==> src/rtl/connect4_pkg.sv <==
// Shared constants, FSM encoding and winner codes for the Connect4 move path.
package connect4_pkg;

  localparam int         NUM_COLS = 4;
  localparam logic [2:0] COL_NONE = 3'b111;

  typedef enum logic [1:0] {
    S_IDLE  = 2'd0,
    S_PLACE = 2'd1,
    S_CHECK = 2'd2,
    S_DONE  = 2'd3
  } seq_state_t;

  localparam logic [1:0] WIN_NONE = 2'b00;
  localparam logic [1:0] WIN_P0   = 2'b01;
  localparam logic [1:0] WIN_P1   = 2'b10;
  localparam logic [1:0] WIN_DRAW = 2'b11;

endpackage

==> src/rtl/win_checker.sv <==
// Combinational four-in-a-row detector for one player's occupancy map.
// Map bit (c*ROWS + r) is column c, row r (row 0 at the bottom).
module win_checker
  import connect4_pkg::*;
#(
  parameter int ROWS = 4
) (
  input  logic [NUM_COLS*ROWS-1:0] i_map,
  output logic                     o_win
);

  always_comb begin
    o_win = 1'b0;
    // With four columns, a horizontal line is always a complete row.
    for (int r = 0; r < ROWS; r++) begin
      if (i_map[r] && i_map[ROWS+r] && i_map[2*ROWS+r] && i_map[3*ROWS+r])
        o_win = 1'b1;
    end
    for (int c = 0; c < NUM_COLS; c++) begin
      for (int r = 0; r <= ROWS - 4; r++) begin
        if (i_map[c*ROWS+r] && i_map[c*ROWS+r+1] &&
            i_map[c*ROWS+r+2] && i_map[c*ROWS+r+3])
          o_win = 1'b1;
      end
    end
    for (int r = 0; r <= ROWS - 4; r++) begin
      if (i_map[r] && i_map[ROWS+r+1] && i_map[2*ROWS+r+2] && i_map[3*ROWS+r+3])
        o_win = 1'b1;
      if (i_map[r+3] && i_map[ROWS+r+2] && i_map[2*ROWS+r+1] && i_map[3*ROWS+r])
        o_win = 1'b1;
    end
  end

endmodule

==> src/rtl/move_sequencer.sv <==
// Connect4 turn/placement controller: validates moves, writes one cell per move, detects game end.
// Four-in-a-row detection is compiled only when WIN_DETECT_EN is defined; otherwise only a full board ends the game.
//
// state   | meaning
// S_IDLE  | waiting for a move strobe; refuses no-column or full-column requests
// S_PLACE | board write cycle; height and occupancy map update at its end
// S_CHECK | evaluate win/draw on the updated map, else hand the turn over
// S_DONE  | game finished; only new_game leaves
module move_sequencer
  import connect4_pkg::*;
#(
  parameter int ROWS = 4
) (
  input  logic                    clk,
  input  logic                    reset_n,
  input  logic                    new_game,
  input  logic                    move_valid,
  input  logic [2:0]              column_decode,
  output logic                    busy,
  output logic                    move_reject,
  output logic                    wr_en,
  output logic [1:0]              wr_col,
  output logic [$clog2(ROWS)-1:0] wr_row,
  output logic                    wr_player,
  output logic                    current_player,
  output logic [NUM_COLS-1:0]     column_full,
  output logic                    game_over,
  output logic [1:0]              winner
);

  localparam int RW = $clog2(ROWS);
  localparam int HW = $clog2(ROWS + 1);
  localparam int CW = $clog2(NUM_COLS * ROWS);

  seq_state_t              r_state;
  logic [HW-1:0]           r_height [NUM_COLS];
  logic [NUM_COLS*ROWS-1:0] r_p0_map;
  logic [NUM_COLS*ROWS-1:0] r_p1_map;
  logic                    r_player;
  logic [1:0]              r_col;
  logic [RW-1:0]           r_wr_row;
  logic                    r_wr_player;
  logic                    r_wr_en;
  logic                    r_move_reject;
  logic                    r_game_over;
  logic [1:0]              r_winner;

  logic                    w_bad_move;
  logic                    w_win;
  logic [CW-1:0]           w_cell;

  for (genvar c = 0; c < NUM_COLS; c++) begin : g_full
    assign column_full[c] = (r_height[c] == HW'(ROWS));
  end

  assign w_bad_move = (column_decode == COL_NONE) || column_decode[2] ||
                      column_full[column_decode[1:0]];
  assign w_cell     = CW'(r_col) * CW'(ROWS) + CW'(r_wr_row);

`ifdef WIN_DETECT_EN
  logic [NUM_COLS*ROWS-1:0] w_cur_map;
  assign w_cur_map = r_player ? r_p1_map : r_p0_map;

  win_checker #(.ROWS(ROWS)) u_win_checker (
    .i_map (w_cur_map),
    .o_win (w_win)
  );
`else
  // Maps are kept as board state even though nothing here inspects them.
  logic w_unused_maps;
  assign w_unused_maps = ^{r_p0_map, r_p1_map};
  assign w_win         = 1'b0;
`endif

  always_ff @(posedge clk or negedge reset_n) begin
    if (!reset_n) begin
      r_state       <= S_IDLE;
      for (int c = 0; c < NUM_COLS; c++) r_height[c] <= '0;
      r_p0_map      <= '0;
      r_p1_map      <= '0;
      r_player      <= 1'b0;
      r_col         <= '0;
      r_wr_row      <= '0;
      r_wr_player   <= 1'b0;
      r_wr_en       <= 1'b0;
      r_move_reject <= 1'b0;
      r_game_over   <= 1'b0;
      r_winner      <= WIN_NONE;
    end else if (new_game) begin
      r_state       <= S_IDLE;
      for (int c = 0; c < NUM_COLS; c++) r_height[c] <= '0;
      r_p0_map      <= '0;
      r_p1_map      <= '0;
      r_player      <= 1'b0;
      r_wr_en       <= 1'b0;
      r_move_reject <= 1'b0;
      r_game_over   <= 1'b0;
      r_winner      <= WIN_NONE;
    end else begin
      r_move_reject <= 1'b0;
      case (r_state)
        S_IDLE: begin
          if (move_valid) begin
            if (w_bad_move) begin
              r_move_reject <= 1'b1;
            end else begin
              r_col       <= column_decode[1:0];
              r_wr_row    <= r_height[column_decode[1:0]][RW-1:0];
              r_wr_player <= r_player;
              r_wr_en     <= 1'b1;
              r_state     <= S_PLACE;
            end
          end
        end
        S_PLACE: begin
          r_wr_en         <= 1'b0;
          r_height[r_col] <= r_height[r_col] + 1'b1;
          if (r_player) r_p1_map[w_cell] <= 1'b1;
          else          r_p0_map[w_cell] <= 1'b1;
          r_state         <= S_CHECK;
        end
        S_CHECK: begin
          if (w_win) begin
            r_winner    <= r_player ? WIN_P1 : WIN_P0;
            r_game_over <= 1'b1;
            r_state     <= S_DONE;
          end else if (&column_full) begin
            r_winner    <= WIN_DRAW;
            r_game_over <= 1'b1;
            r_state     <= S_DONE;
          end else begin
            r_player    <= ~r_player;
            r_state     <= S_IDLE;
          end
        end
        S_DONE: begin
          r_state <= S_DONE;
        end
        default: r_state <= S_IDLE;
      endcase
    end
  end

  assign busy           = (r_state != S_IDLE);
  assign move_reject    = r_move_reject;
  assign wr_en          = r_wr_en;
  assign wr_col         = r_col;
  assign wr_row         = r_wr_row;
  assign wr_player      = r_wr_player;
  assign current_player = r_player;
  assign game_over      = r_game_over;
  assign winner         = r_winner;

endmodule
==> config.mk <==
export PLATFORM = sky130hd
export DESIGN_NAME = move_sequencer
export DESIGN_NICKNAME = d
export VERILOG_FILES = /design/src/rtl/connect4_pkg.sv /design/src/rtl/win_checker.sv /design/src/rtl/move_sequencer.sv
export SDC_FILE = /design/constraint.sdc
export NUM_CORES = 1
export LEC_CHECK = 0
export ABC_AREA = 1
export CORE_MARGIN = 1.5
export CORE_UTILIZATION = 40
export CTS_CLUSTER_DIAMETER = 100
export DETAILED_ROUTE_END_ITERATION = 12
export GPL_TIMING_DRIVEN = 1
export SLEW_MARGIN = 20
export SYNTH_ARGS = -nofsm -noshare
export SYNTH_HDL_FRONTEND = slang
export SYNTH_SLANG_ARGS = --single-unit
export TNS_END_PERCENT = 5
==> constraint.sdc <==
create_clock -name clk -period 4.3 [get_ports clk]
set_clock_uncertainty 0.15 [all_clocks]
set_input_delay 0.86 -clock clk [delete_from_list [all_inputs] [get_ports clk]]
set_output_delay 0.86 -clock clk [all_outputs]
set_load 0.03 [all_outputs]
# Yosys cells after proc, flatten, opt, wreduce, memory -nomap -nowiden
# Index checks and enable logic that the tools add are counted.
[op_classes]
addsub = 1
n_lt_le_gt_ge = 4
eq_ne = 11
mux = 35
bitwise = 5
reduce_logical = 15
[ops]
columns = ["cell", "count"]
rows = [
  ["12-bit 2-to-1 mux", 2],
  ["2-bit 2-to-1 mux", 9],
  ["3-bit == test (second input constant)", 5],
  ["1-bit 2-to-1 mux", 14],
  ["3-bit binary-select mux with 2-bit select", 2],
  ["12-bit bitwise mux", 1],
  ["3-bit 2-to-1 mux", 3],
  ["2-bit case mux with 4 select lines", 1],
  ["4-bit AND reduction", 2],
  ["2-bit nonzero test", 4],
  ["3-bit demux with 2-bit select", 1],
  ["3-bit >= comparator (second input constant)", 2],
  ["3-bit inequality test (second input constant)", 2],
  ["2-bit NOT with 3-bit output", 2],
  ["2-bit AND reduction", 3],
  ["2-bit == test (second input constant)", 2],
  ["3-bit by 1-bit adder with 3-bit output (second input constant)", 1],
  ["2-bit by 3-bit < comparator with 1-bit output (second input constant)", 1],
  ["3-bit by 1-bit < comparator with 1-bit output (second input constant)", 1],
  ["1-bit NOT", 3],
  ["3-bit AND reduction", 1],
  ["3-bit nonzero test", 1],
  ["1-bit binary-select mux with 2-bit select", 1],
  ["2-bit by 1-bit == test with 1-bit output (second input constant)", 1],
  ["other kinds (5)", 6],
]
[totals]
regBits = 25
input_bits = 7
elab_cells = 84

# Depth between registers and ports, before layout
[logic_depth]
word_depth = 8
depth_mapped = 8

# Worst setup path after synthesis
# No wires, ideal clock.
[synth_path]
kind = "input -> register"
from = "input new_game"
to = "register r_wr_row[0], in the netlist wr_row[0]"
setup_time_ns = 0.119
arrival_time_ns = 1.644
required_ns = 4.031
path_slack_ns = 2.388
stages = 8
n_path_buf = 2
cell_sequence = "buf_2 inv_1 nand2_1 nor2_1 nand3_2 buf_6 nand2_1 o21ai_2"
[synth_between]
elab_chain_cells = 2
[synth_rtl]
columns = ["element", "line", "text"]
rows = [
  ["from (decl)", "move_sequencer.sv:16", "input logic new_game,"],
  ["1-bit NOT (no line)", "--", ""],
  ["4-bit AND reduction (no line)", "--", ""],
  ["to (signal assigned)", "move_sequencer.sv:108", "r_wr_row <= r_height[column_decode[1:0]][RW-1:0];"],
  ["to (decl)", "move_sequencer.sv:41", "logic [RW-1:0] r_wr_row;"],
]
# Every way passes these cells.
# A chain may end at the register's enable or synchronous reset.

# Final worst setup path
[layout_path]
from = "register r_height[0] (netlist name)"
to = "output column_full[3]"
[layout_between]
elab_chain_cells = 1
[layout_rtl]
columns = ["element", "line", "text"]
rows = [
  ["from (decl)", "move_sequencer.sv:36", "logic [HW-1:0] r_height [NUM_COLS];"],
  ["from (signal, indexed assignment)", "move_sequencer.sv:117", "r_height[r_col] <= r_height[r_col] + 1'b1;"],
  ["3-bit == test", "move_sequencer.sv:53", "assign column_full[c] = (r_height[c] == HW'(ROWS));"],
  ["to (decl)", "move_sequencer.sv:26", "output logic [NUM_COLS-1:0] column_full,"],
]
# Every way passes these cells.

==> results.yml <==
logic_synthesis:
  synth_cells: 168
  synth.net_count: 176
  ys_ff_latch: 23
  yosysWarnings: 0
  ys_seq_area_frac: 0.458
  avgSynthCellArea_sq_um: 7.48
  syn_area_sq_um: 1260
  ys_types: 22
timing:
  final.setup.tns_ps: 0
  worst_slew_pin_slew_ps: 503
  max_slew_margin: 0.664
  clock.fmax_mhz: 361
  setup_violations: 0
  finalCritPeriodShare: 0.644
  post-route-min-period_ps: 2770
  hold_violations: 0
  rsz0062_at_grt: "false"
  slew_violations: 0
setup_path:
  path_cells: "nor2_1, nand2_1, inv_1, clkdlybuf4s50_1"
  rrSetupSlack_ps: 2350
  cp-start-kind: "flip-flop"
  crit_family: "buffers and inverters"
  slowest_delay_ps: 660
  path_class: "reg2out"
  critPathMaxFanout: 4
  rr_endpoint: "r_height[5]"
  reg2reg_from: "wr_col[0]"
  endpoint_kind: "output port"
  worstPathArrival_ps: 1760
  rr_worst_depth: 8
  path_buf_inv: 2
  cp_data_required_time_ps: 3290
  cpMaxStageDelayCell: "clkdlybuf4s50_1"
cells_and_area:
  final_common_cell: "nand2_1"
  fill_cells: 315
  nets: 198
  most-common-layout-cells: "40 x nand2_1, 25 x inv_1, 23 x dfrtp_1"
  fin_cells: 233
  layout-drive-gt1-share: 0.0582
  n_antenna_cell: 0
  area_growth_pct: 20.8
worst_hold_path:
  hp-class: "in2async"
global_routing:
  grt_usage: 0.192
  grt_overflow: 0
  first_global_vias: 1071
  antenna_found_initial: 0
  grt_pass1_wl_mm: 5.03
  grt_start_max_net_pins: 24
drt:
  drc: 0
  drt_wl_total_mm: 2.98
  vias: 1163
  first_pass_iters: 4
  drt_iter0_drc: 52
  viasPerCell: 4.99
  drt.antenna.violating_nets: 0
  detail_route.wl_per_cell_microns: 12.8
pwr:
  ir_drop_uv: 172
  p_leak_nw: 0.726
  power_density_nw_per_um2: 368
die:
  design.die.area_sq_um: 3490
  die_y_microns: 59.0
  start_util: 0.415
  io_pins: 23
  core_sq_um: 3030
  rows: 20
  die_w_microns: 59.0
clock_network:
  clock-sinks: 23
  clockRootBuffer: "clkbuf_4"
  clock_latency_ps: 320
  tritoncts: "built"
  cts-htree-levels: 1
  cts_hold_buf: 0
  post_cts_buffers: 0
  cts_buffers: 3
  cts_buffer_depth: 2
  path_clk_slew_ps: 140
  ctsResizeCount: 0
job:
  max_cap_violations: 0
placement:
  dp.cells: 229
  io_buffers: 22
  place_hpwl_mm: 2.25
  gp_congestion: 0.965
status:
  outcome: "finished, final reports clean"
[through the flow]
| step | hold slack (ps) | total power, W | area (sq um) | util | setup WS, ps |
|---|---|---|---|---|---|
| 2_1_floorplan | 340 | 0.000383 | 1260 | - | 2390 |
| 3_3_place_gp | 317 | 0.000455 | 1500 | 0.494 | 1630 |
| 3_5_place_dp | 327 | 0.000458 | 1500 | 0.494 | 1580 |
| 4_1_cts | 358 | 0.000563 | 1520 | 0.503 | 1520 |
| 5_1_grt | 361 | 0.000592 | 1520 | 0.501 | 1440 |
| 6_report | 327 | 0.000559 | 1520 | 0.501 | 1530 |
[cell usage after synthesis, drive strengths merged]
cell type  count  area [sq um]
inv           26          97.6
o211ai         1          7.51
nand3b         1          7.51
ha             1          12.5
a21boi         1          7.51
nor2          19          71.3
nand3         21           110
o21ai         16          91.3
dfrtp         23           576
o2111ai        1          8.76
a22oi          4          30.0
buf            5          36.3
nand2         41           156
a21oi          5          25.0
o22ai          3          18.8
[cell type report]
type | count | area [sq um] | area share
Clock buffer | 3 | 22.5 | 0.0148
Clock inverter | 1 | 5.00 | 0.00330
Inverter | 26 | 97.6 | 0.0643
Multi-Input combinational cell | 114 | 547 | 0.360
Sequential cell | 23 | 576 | 0.379
Tap cell | 44 | 55.1 | 0.0363
Timing Repair Buffer | 22 | 215 | 0.142
[how the worst max path moves through the flow]
stage                startpoint             end  slack [ps]  depth (start not counted)
global placement       new_game       wr_player        1630                          7
floorplan              new_game       wr_row[0]        2390                          8
finish              r_height[0]  column_full[3]        1530                          4
CTS                 r_height[0]  column_full[3]        1520                          4
global route        r_height[0]  column_full[3]        1440                          4
detailed placement     new_game       wr_row[0]        1580                          7
[sequential cells by signal, summed over array words and instances (netlist names)]
signal / cells
wr_row: 2
current_player: 1
move_reject: 1
r_state: 2
wr_col: 2
wr_en: 1
r_height: 12
winner: 1
wr_player: 1
[kinds of logic (layout without fill, tap and decap cells)]
group,after synthesis,count (layout),synth area share
fa+ha+maj,1,1,0.00996
compound gates,31,31,0.150
simple gates,82,82,0.275
flops,23,23,0.458
buf+inv,31,52,0.107
[metal layers]
metal / vias up / track usage / routed length (microns)
met5: - / 0 / 0
met4: 0 / 0.0812 / 52
met3: 5 / 0.0262 / 148
met2: 32 / 0.284 / 1350
met1: 542 / 0.280 / 1430
li1: 584 / - / -
[power by group]
part | switching, W | internal (W)
logic | 0.000122 | 0.0000665
registers | 0.0000252 | 0.000241
clock network | 0.0000691 | 0.0000349
No activity file was read; power rests on OpenSTA's default activity.
